$ cat config.mk
export PLATFORM = sky130hd
export DESIGN_NAME = encrypt_seq
export DESIGN_NICKNAME = d
export VERILOG_FILES = /design/src/rtl/encrypt_seq_pkg.sv /design/src/rtl/encrypt_seq_key_update.sv /design/src/rtl/encrypt_seq_round.sv /design/src/rtl/encrypt_seq.sv
export SDC_FILE = /design/constraint.sdc
export NUM_CORES = 1
export LEC_CHECK = 0
export CORE_MARGIN = 2
export CORE_UTILIZATION = 57
export CTS_BUF_LIST = sky130_fd_sc_hd__clkbuf_4 sky130_fd_sc_hd__clkbuf_8
export CTS_CLUSTER_DIAMETER = 40
export CTS_CLUSTER_SIZE = 30
export DETAILED_ROUTE_END_ITERATION = 16
export PLACE_DENSITY = 0.82
export SYNTH_ARGS = -nofsm -noshare
export SYNTH_HDL_FRONTEND = slang
export SYNTH_HIERARCHICAL = 1
export SYNTH_SLANG_ARGS = --single-unit
export TNS_END_PERCENT = 30
$ cat constraint.sdc
create_clock -name clk -period 7.6 [get_ports clk]
set_clock_uncertainty 0.05 [all_clocks]
set_input_delay 1.14 -clock clk [delete_from_list [all_inputs] [get_ports clk]]
set_output_delay 1.14 -clock clk [all_outputs]
set_load 0.01 [all_outputs]
$ cat src/rtl/encrypt_seq_pkg.sv
`default_nettype none
// ============================================================================
// Module   : encrypt_seq_pkg
// Brief    : Shared widths, FSM state encoding and S-box for encrypt_seq.
// Revision : 1.0
// ============================================================================
package encrypt_seq_pkg;

   localparam int ROUNDS  = 31;
   localparam int BLOCK_W = 64;
   localparam int KEY_W   = 80;
   localparam int RC_W    = 5;

   // Nibble v of this word is S(v): C 5 6 B 9 0 A D 3 E F 8 4 7 1 2
   localparam logic [63:0] SBOX_TABLE = 64'h21748FE3DA09B65C;

   typedef enum logic [1:0] {
      IDLE = 2'd0,
      RUN  = 2'd1,
      DONE = 2'd2
   } state_t;

   function automatic logic [3:0] sbox(input logic [3:0] v);
      return SBOX_TABLE[{v, 2'b00} +: 4];
   endfunction

endpackage
`default_nettype wire

$ cat src/rtl/encrypt_seq_key_update.sv
`default_nettype none
// ============================================================================
// Module   : key_update
// Brief    : Combinational 80-bit key schedule step for a given round counter.
// Revision : 1.0
// ============================================================================
module key_update
   import encrypt_seq_pkg::*;
(
   input  logic [KEY_W-1:0] i_key,
   input  logic [RC_W-1:0]  i_rc,
   output logic [KEY_W-1:0] o_key
);

   logic [KEY_W-1:0] w_rot;

   assign w_rot = {i_key[18:0], i_key[KEY_W-1:19]};

   assign o_key = {sbox(w_rot[79:76]),
                   w_rot[75:20],
                   w_rot[19:15] ^ i_rc,
                   w_rot[14:0]};

endmodule
`default_nettype wire

$ cat src/rtl/encrypt_seq_round.sv
`default_nettype none
// ============================================================================
// Module   : encrypt_seq_round
// Brief    : One combinational cipher round: key add, S-box layer, bit permute.
// Revision : 1.0
// ============================================================================
module encrypt_seq_round
   import encrypt_seq_pkg::*;
(
   input  logic [BLOCK_W-1:0] i_state,
   input  logic [BLOCK_W-1:0] i_round_key,
   output logic [BLOCK_W-1:0] o_state
);

   logic [BLOCK_W-1:0] w_keyed;
   logic [BLOCK_W-1:0] w_subst;

   assign w_keyed = i_state ^ i_round_key;

   for (genvar i = 0; i < BLOCK_W / 4; i++) begin : g_sbox
      assign w_subst[4*i +: 4] = sbox(w_keyed[4*i +: 4]);
   end

   // Bit i moves to 16*i mod 63; bit 63 stays in place
   for (genvar i = 0; i < BLOCK_W - 1; i++) begin : g_perm
      assign o_state[(i * 16) % (BLOCK_W - 1)] = w_subst[i];
   end
   assign o_state[BLOCK_W-1] = w_subst[BLOCK_W-1];

endmodule
`default_nettype wire

$ cat src/rtl/encrypt_seq.sv
`default_nettype none
// ============================================================================
// Module   : encrypt_seq
// Brief    : Iterative 64/80 block cipher, one round per clock, req/ack handshake.
//            Define ENCRYPT_SEQ_ABORT_EN to add the abort input.
// Revision : 1.0
// ============================================================================
module encrypt_seq
   import encrypt_seq_pkg::*;
(
   input  logic               clk,
   input  logic               rst,
   input  logic               req,
   input  logic [BLOCK_W-1:0] x,
   input  logic [KEY_W-1:0]   k,
   output logic               ack,
   output logic               busy,
   output logic [BLOCK_W-1:0] r
`ifdef ENCRYPT_SEQ_ABORT_EN
  ,input  logic               abort
`endif
);

   state_t             r_fsm;
   state_t             w_fsm_next;
   logic [BLOCK_W-1:0] r_data;
   logic [KEY_W-1:0]   r_key;
   logic [RC_W-1:0]    r_rc;
   logic [BLOCK_W-1:0] w_round_out;
   logic [KEY_W-1:0]   w_key_next;
   logic               w_abort;
   logic               w_last;

`ifdef ENCRYPT_SEQ_ABORT_EN
   assign w_abort = abort;
`else
   assign w_abort = 1'b0;
`endif

   assign w_last = (r_rc == RC_W'(ROUNDS));

   encrypt_seq_round u_round (
      .i_state     (r_data),
      .i_round_key (r_key[KEY_W-1:KEY_W-BLOCK_W]),
      .o_state     (w_round_out)
   );

   key_update u_key_update (
      .i_key (r_key),
      .i_rc  (r_rc),
      .o_key (w_key_next)
   );

   always_ff @(posedge clk or posedge rst) begin
      if (rst) r_fsm <= IDLE;
      else     r_fsm <= w_fsm_next;
   end

   always_comb begin
      w_fsm_next = r_fsm;
      busy       = 1'b0;
      ack        = 1'b0;
      case (r_fsm)
         IDLE: if (req) w_fsm_next = RUN;
         RUN: begin
            busy = 1'b1;
            if (w_abort)     w_fsm_next = IDLE;
            else if (w_last) w_fsm_next = DONE;
         end
         DONE: begin
            ack = 1'b1;
            if (!req) w_fsm_next = IDLE;
         end
         default: w_fsm_next = IDLE;
      endcase
   end

   // Last round folds in the final whitening key instead of advancing rc past 31
   always_ff @(posedge clk or posedge rst) begin
      if (rst) begin
         r_data <= '0;
         r_key  <= '0;
         r_rc   <= '0;
         r      <= '0;
      end else begin
         case (r_fsm)
            IDLE: begin
               if (req) begin
                  r_data <= x;
                  r_key  <= k;
                  r_rc   <= RC_W'(1);
               end
            end
            RUN: begin
               if (!w_abort) begin
                  if (w_last) begin
                     r <= w_round_out ^ w_key_next[KEY_W-1:KEY_W-BLOCK_W];
                  end else begin
                     r_data <= w_round_out;
                     r_key  <= w_key_next;
                     r_rc   <= r_rc + RC_W'(1);
                  end
               end
            end
            default: ;
         endcase
      end
   end

endmodule
`default_nettype wire
==> results of run 1 <==
critical path, cell delays in order (launching register included):
cell                              delay (ns)
sky130_fd_sc_hd__dfrtp_1                0.42
sky130_fd_sc_hd__nand2b_1               0.49
sky130_fd_sc_hd__inv_6                  0.76
sky130_fd_sc_hd__clkdlybuf4s50_1        0.69
Yosys cell counts, types with 2 or more instances:
| cell type | n | area [µm²] |
|---|---|---|
| sky130_fd_sc_hd__dfrtp_1 | 215 | 5380 |
| sky130_fd_sc_hd__mux2_4 | 180 | 2700 |
| sky130_fd_sc_hd__mux2_2 | 125 | 1410 |
| sky130_fd_sc_hd__xnor2_1 | 99 | 867 |
| sky130_fd_sc_hd__nand2_1 | 87 | 327 |
| sky130_fd_sc_hd__buf_4 | 82 | 616 |
| sky130_fd_sc_hd__o21ai_0 | 72 | 360 |
| sky130_fd_sc_hd__inv_1 | 60 | 225 |
| sky130_fd_sc_hd__ha_1 | 55 | 688 |
| sky130_fd_sc_hd__xor2_1 | 34 | 298 |
| sky130_fd_sc_hd__mux2i_1 | 29 | 290 |
| sky130_fd_sc_hd__mux4_2 | 19 | 428 |
| sky130_fd_sc_hd__buf_6 | 12 | 135 |
| sky130_fd_sc_hd__buf_2 | 11 | 55.1 |
| sky130_fd_sc_hd__clkbuf_1 | 11 | 41.3 |
| sky130_fd_sc_hd__nor2_1 | 11 | 41.3 |
| sky130_fd_sc_hd__xnor2_2 | 11 | 179 |
| sky130_fd_sc_hd__and3_1 | 10 | 62.6 |
| sky130_fd_sc_hd__xor2_2 | 9 | 146 |
| sky130_fd_sc_hd__a311oi_1 | 8 | 70.1 |
| sky130_fd_sc_hd__mux4_1 | 8 | 210 |
| sky130_fd_sc_hd__nor3_1 | 8 | 40.0 |
| sky130_fd_sc_hd__o21bai_1 | 5 | 37.5 |
| sky130_fd_sc_hd__nand3_1 | 4 | 20.0 |
| sky130_fd_sc_hd__xnor2_4 | 4 | 110 |
| sky130_fd_sc_hd__a221oi_1 | 3 | 26.3 |
| sky130_fd_sc_hd__inv_2 | 3 | 11.3 |
| sky130_fd_sc_hd__nand2b_1 | 3 | 18.8 |
| sky130_fd_sc_hd__o211ai_1 | 3 | 22.5 |
| sky130_fd_sc_hd__o221a_2 | 3 | 33.8 |
| sky130_fd_sc_hd__o22ai_1 | 3 | 18.8 |
| sky130_fd_sc_hd__a211oi_1 | 2 | 15.0 |
| sky130_fd_sc_hd__a22o_1 | 2 | 17.5 |
| sky130_fd_sc_hd__buf_1 | 2 | 7.51 |
| sky130_fd_sc_hd__nor2b_1 | 2 | 12.5 |
| sky130_fd_sc_hd__nor3b_1 | 2 | 15.0 |
flip-flops by register name, summed over array words and instances, names as in the netlist:
name / count
r: 64
r_data: 64
r_fsm: 2
r_key: 80
r_rc: 5
layout make-up:
cell class                      instances  area share (%)
Multi-Input combinational cell        808            48.4
Inverter                               63            1.44
Clock inverter                         18            1.54
Tap cell                              335            2.38
Sequential cell                       215            30.6
Clock buffer                           44            3.37
Timing Repair Buffer                  217            12.3
cells by family (layout without fill, tap and decap cells):
kind of cell    Yosys count  in the layout  synth area share (%)
mux                     361            361                  33.6
compound gates          106            106                  4.29
fa+ha+maj                55             55                  4.59
flops                   215            215                  35.9
xor+xnor                157            157                  10.7
simple gates            129            129                  3.69
buf+inv                 181            342                  7.28
metal layers:
metal | share of wire [%] | vias up | global-route usage, % | wire (µm)
met1 | 44 | 4764 | 36.3 | 16100
met5 | 0 | - | 0 | 0
met4 | 4.1 | 0 | 10.7 | 1520
li1 | - | 4407 | - | -
met3 | 5.3 | 67 | 4.55 | 1960
met2 | 47 | 289 | 43.0 | 17400
worst min path at each step:
stage	to	depth (start not counted)
2_1_floorplan	r_key[10]	1
3_3_place_gp	r[57]	2
3_5_place_dp	r[51]	2
4_1_cts	r[51]	2
5_1_grt	r[48]	2
6_report	r[18]	2
metrics by stage:
step / std cells / utilization, % / hold WS, ns
floorplan: 1204 / - / 0.433
global placement: 1638 / 64.6 / 0.414
detailed placement: 1638 / 64.6 / 0.420
CTS: 1700 / 67.9 / 0.433
global route: 1700 / 67.9 / 0.462
finish: 1700 / 67.9 / 0.432
==> results.md, run 1 <==
STA:
- Static timing analysis puts the maximum clock frequency at 0.243 GHz.
- Setup repair after global routing left no endpoint under its margin.
- The worst relative slew slack is a little under a quarter.
- For the final routed database, the setup TNS stands at 0 ns.
- The fraction of the cycle the final worst path needs is 54.1%.
- The shortest clock period the worst path allows after layout is approximately 4.1 ns.
- At the pin with the least slew margin, the transition time is 1.15 ns.
- The total count of hold-check failures in the final report is 0.
- The final worst-path setup slack is 3.48 ns.
- The final max-slew violation count is 0.
- The final number of setup-violating endpoints is 0.

Clock network:
- The clock latency at the later pin of the worst-skew pair is between 0.5 and 0.6 ns.
- In this run the post-CTS setup repair buffer count came out at 0.
- The number of sinks on the clock net is 215.
- After clock tree synthesis, the flow added hold-fix buffers numbering 0.
- Post-CTS repair changed the size of 0 cells.
- The TritonCTS clock tree is built.
- The number of levels in the clock H-tree is 2.
- The root buffer cell chosen for the clock tree is sky130_fd_sc_hd__clkbuf_8.
- The maximum clock path buffer count is 3.
- The number of clock buffers added by TritonCTS is 36.
- The clock-pin slew reported for the worst setup and hold paths after clock tree synthesis is 0.07 ns.

Floorplan:
- The number of primary I/O pins is 213.
- The overall die area is around 28,000 µm².
- The width of the die is approximately 170 µm.
- Row generation in the floorplan step produced 59 rows.
- For this configuration, the core starts out at a cell density of slightly below 60%.
- The die is 166 µm tall.
- The floorplan core area is 25,900 µm².

Critical path:
- The end point of the critical path is busy.
- The highest net fanout along the worst path is 75.
- The startpoint identified for the worst register-to-register timing path is r_fsm[1].
- The required time of the critical path is 6.41 ns.
- In this run the critical register-to-register path is captured at r_key[39].
- The data arrival time of the worst path is 2.93 ns.
- The depth of the worst register-to-register path is 5.
- The worst setup path is launched from a flop.
- The critical path is of the flop to output pin type.
- The first element of the critical path is r_fsm[1].
- The flop-to-flop setup slack is 4.01 ns.
- The sort of element at the end of the critical path is an output pin.

Logic synthesis:
- The number of synthesized flops with an enable pin is 0.
- After synthesis the netlist holds a flip-flop and latch count of between 200 and 250.
- A synthesized cell averages 12.5 µm².
- The net count after synthesis is about 1,400.
- The Yosys step of the flow raised 6 warnings.
- The netlist area before placement is 15,000 µm².
- The number of library cell types mapped by synthesis is 43.
- The predominant post-synthesis flop cell is sky130_fd_sc_hd__dfrtp_1.
- The cell count after synthesis came out at ~1,200.
- The share of the Yosys chip area taken by registers is approximately 36%.
- For this run, asynchronously set or reset flops after synthesis account for 100%.

Final layout:
- The fill cell instance count of the final layout is 1,884.
- 0 antenna diodes ended up in the layout.
- The total area of multi-input combinational cells is 8520 µm².
- For this run, the post-layout net count is 1,543.
- The library cell used most frequently in the layout, excluding fill and tap cells, is sky130_fd_sc_hd__dfrtp_1.
- The synthesis-to-layout area growth is 17.4%.
- The register area is 5380 µm².
- In the layout the commonest cells are sky130_fd_sc_hd__dfrtp_1 (215), sky130_fd_sc_hd__clkdlybuf4s50_1 (212), sky130_fd_sc_hd__mux2_4 (180).
- The final cell area excluding filler cells is 17,600 µm².
- The fraction of final layout cells with drive strength greater than 1 is 30.9%.

Routing:
- Wires add up to 37,000 µm.
- In this run, the number of DRC markers left after iteration 0 of detailed routing was 519.
- The count of TritonRoute iterations in the first routing pass is 5.
- After detailed routing, the number of remaining DRC violations is 0.
- The routed layout has 9,527 vias.
- The number of vias per cell after detailed routing is 5.60.
- The count of nets left with antenna violations once routing finished came out at 0.
- In the final routed layout, each cell accounts on average for between 20 and 25 µm.

Hold path:
- The tightest min-delay check is of the flop to flop type.
- The origin of the worst min-delay path is r[18].

Global routing:
- The total grt overflow is 0.
- The number of antenna violations at the first check in global routing is 0.
- Across every metal layer, demand over resource in global routing totals 26.7%.
- Entering global routing, the biggest net connects around 140 pins.
- The wire length of the first global-routing pass is 56,900 µm.
- The number of global-route vias before repair is 9,839.

Placed design:
- The global placement routability congestion is 0.867.
- The estimated wirelength of the detail-placed design is 27,700 µm.
- Timing analysis after detailed placement gives a worst setup slack of 3.67 ns.
- The number of I/O port buffers is 212.
- The total cell area at the placement stage is 16,700 µm².

Status:
- The flow ran to the end, and the final reports show no timing, DRC or antenna violations.

Flow run:
- Max-cap violations in this run came to 0.
Power of run 1 is left out: the tool's default activity adds up to more than one toggle a clock period on the data nets, which glitch-free logic cannot reach.
==> inputs of run 2 (changes only) <==
clock period = 4.3 ns   (was 7.6 ns; I/O delays follow)
==> run 2 against run 1 <==
  * Via count is 0.50% higher
  * Setup slack worse by 2.4 ns
  * Die area stayed put
  * Critical path depth stayed put
  * Global-route usage is 0.26 points higher
  * Non-clock buffer count is 7 higher
  * Cell area is 0.19% higher
  * Register-to-register slack worse by 2.7 ns
  * Sequential share of layout area is 0.059 points lower
  * Routed wire length is 0.51% higher
  * Utilization is 0.13 points higher
  * Critical endpoint unchanged
==> results.md, run 2 (synthesis gave the netlist of run 1 again) <==
Clock network:
- The number of sinks on the clock net is 215 (unchanged).
- The root buffer cell chosen for the clock tree is sky130_fd_sc_hd__clkbuf_8.
- The maximum clock path buffer count is 3 (unchanged).
- The number of buffers created by CTS is 34 (-5.6%).
- The buffers inserted during post-CTS setup optimization is 0 (unchanged).
- The TritonCTS clock tree is built.
- The number of levels in the clock H-tree is 2 (unchanged).
- The hold-fix buffer count after cts is 0 (unchanged).
- The clock-pin slew reported for the worst setup and hold paths after clock tree synthesis is 0.08 ns (about the same).
- The quantity of gates resized following cts was 0 (unchanged).
- The clock latency at the later pin of the worst-skew pair came to 0.54 ns (about the same).

Global routing:
- The number of global-route vias before repair is 10,100 (+2.6%).
- The total grt overflow came to 0 (unchanged).
- The largest net degree at the start of global routing is 130 (-9.7%).
- The wire length of the first global-routing pass is 57,600 µm (+1.3%).
- The number of antenna violations at the first check in global routing came to 0 (unchanged).
- The global-route usage over all layers was 27.0% (+0.26 points).

Floorplan:
- The floorplan core area is 25,900 µm² (unchanged).
- The placement row count came to 59 (unchanged).
- The initial core utilization came to 57.9% (unchanged).
- The overall die area is 27,600 µm² (unchanged).
- The height of the die is 166 µm (unchanged).
- The width of the die is 166 µm (unchanged).
- The number of primary I/O pins is 213 (unchanged).

Critical path:
- The data arrival time of the worst path is 2.54 ns (-0.39 ns).
- The sort of element at the start of the critical path is a flop.
- The sort of element at the end of the critical path is an output pin.
- The required time of the critical path came to 3.61 ns (-2.80 ns).
- The worst setup path is of the flop to output pin kind.
- The highest net fanout along the worst path was 28 (-63%).

Final layout:
- Leaving out fill and tap cells, the most frequent cell in the layout is sky130_fd_sc_hd__dfrtp_1.
- The fraction of final layout cells with drive strength greater than 1 was 31.2% (+0.30 points).
- The final antenna diode count is 0 (unchanged).
- The flip-flop count of the largest register, all copies and words added was 80 (unchanged).
- The synthesis-to-layout area growth is 17.6%.
- The library cells used most frequently in the layout, excluding fill and tap cells, are sky130_fd_sc_hd__dfrtp_1 (215), sky130_fd_sc_hd__clkdlybuf4s50_1 (212), sky130_fd_sc_hd__mux2_4 (180).
- Ranked by flip-flop count, first place goes to r_key.
- The total number of nets in the final design was 1,548 (+0.32%).
- The post-route core utilization is 68.1% (+0.13 points).
- The largest registers in the layout are r_key (80), r (64), r_data (64).
- The fill cell instance count of the final layout is 1,802 (-4.4%).

STA:
- The total count of hold-check failures in the final report was 0 (unchanged).
- In the finished design, the share of the clock period the worst path needs comes to 75.2%.
- The worst relative slew slack was 36.9% (+14 points).
- The accumulated negative setup slack came to 0 ns (unchanged).
- The highest attainable clock frequency is 0.309 GHz.
- The final number of setup-violating endpoints is 0 (unchanged).
- The final worst-path setup slack is 1.07 ns (-2.42 ns).
- The final max-slew violation count is 0 (unchanged).
- The routed design could run at a clock period as short as 3.23 ns.
- Setup repair after global routing left no endpoint under its margin.
- The pin slew with the least headroom to its limit was 0.940 ns (-0.214 ns).

Routing:
- The number of vias per cell after detailed routing is 5.61 (+0.15%).
- The number of design rule violations left after detail routing is 0 (unchanged).
- The count of TritonRoute iterations in the first routing pass is 5 (unchanged).
- The post-detailed-route wirelength per cell is 21.8 µm (+0.16%).
- The number of vias after detailed routing is 9,575 (+0.50%).
- The first-iteration detailed-routing DRC count is 539 (+3.9%).
- The detailed-route wire length is 37,200 µm (+0.51%).
- The count of antenna-violating nets left after detailed routing is 0 (unchanged).

Status:
- The flow ran to the end, and the final reports show no timing, DRC or antenna violations.

Placed design:
- The global placement routability congestion is 0.874 (+0.91%).
- The placement-stage worst setup slack is 1.32 ns (-2.35 ns).
- The number of I/O port buffers is 212 (unchanged).
- The estimated wirelength of the detail-placed design is 28,400 µm (+2.8%).

Flow run:
- The max-cap violation count is 0 (unchanged).

Hold path:
- The class of the tightest hold or removal check is flop to flop.
run 2: changes by cell type in the layout (fill, tap and decap cells not counted), moves of 2 or more:
cell	previous run	this run
sky130_fd_sc_hd__bufinv_16	6	2
sky130_fd_sc_hd__clkbuf_4	2	4
sky130_fd_sc_hd__buf_12	0	6
sky130_fd_sc_hd__clkbuf_8	42	44
run 2: cell type report:
| class | instances | area, µm² | share of cell area [%] |
|---|---|---|---|
| repair buffers | 224 | 2290 | 13.0 |
| well taps | 335 | 419 | 2.38 |
| clock inverters | 13 | 139 | 0.788 |
| multi-input cells | 808 | 8520 | 48.3 |
| clock buffers | 48 | 636 | 3.60 |
| flip-flops and latches | 215 | 5380 | 30.5 |
| inverters | 63 | 250 | 1.42 |
run 2: path summary, 6_finish.rpt:
path                                from    endpoint  slack (ns)  cells past startpoint
worst max-delay path            r_fsm[1]        busy        1.07                      3
worst min-delay path               r[31]       r[31]        0.43                      2
worst max register to register   r_rc[0]   r_key[75]        1.31                      8
worst min register to register     r[31]       r[31]        0.43                      2
max in group asynchronous            rst  r_data[25]        3.07                      3
min in group asynchronous            rst       r[62]        0.58                      3
run 2: metrics by stage:
step / std cells / instance area (µm²) / hold WS [ns]
after floorplan: 1204 / 15000 / 0.433
after global placement: 1645 / 16900 / 0.414
after detailed placement: 1645 / 16900 / 0.421
after CTS: 1706 / 17600 / 0.435
after global routing: 1706 / 17600 / 0.467
final: 1706 / 17600 / 0.431
run 2: layer usage:
layer | routed length, µm | track usage [%] | vias up | share of wire, %
met5 | 0 | 0 | - | 0
met4 | 1870 | 12.8 | 0 | 5.0
met3 | 2340 | 5.03 | 79 | 6.3
met2 | 17100 | 42.4 | 316 | 46
met1 | 15900 | 36.4 | 4762 | 43
li1 | - | - | 4418 | -
run 2: worst max-delay path: stages, from the launching register on:
cell and delay [ns]:
sky130_fd_sc_hd__dfrtp_1 0.43, sky130_fd_sc_hd__nand2b_1 0.48, sky130_fd_sc_hd__inv_6 0.45, sky130_fd_sc_hd__clkdlybuf4s50_1 0.62
Power of run 2 is left out for the same reason.
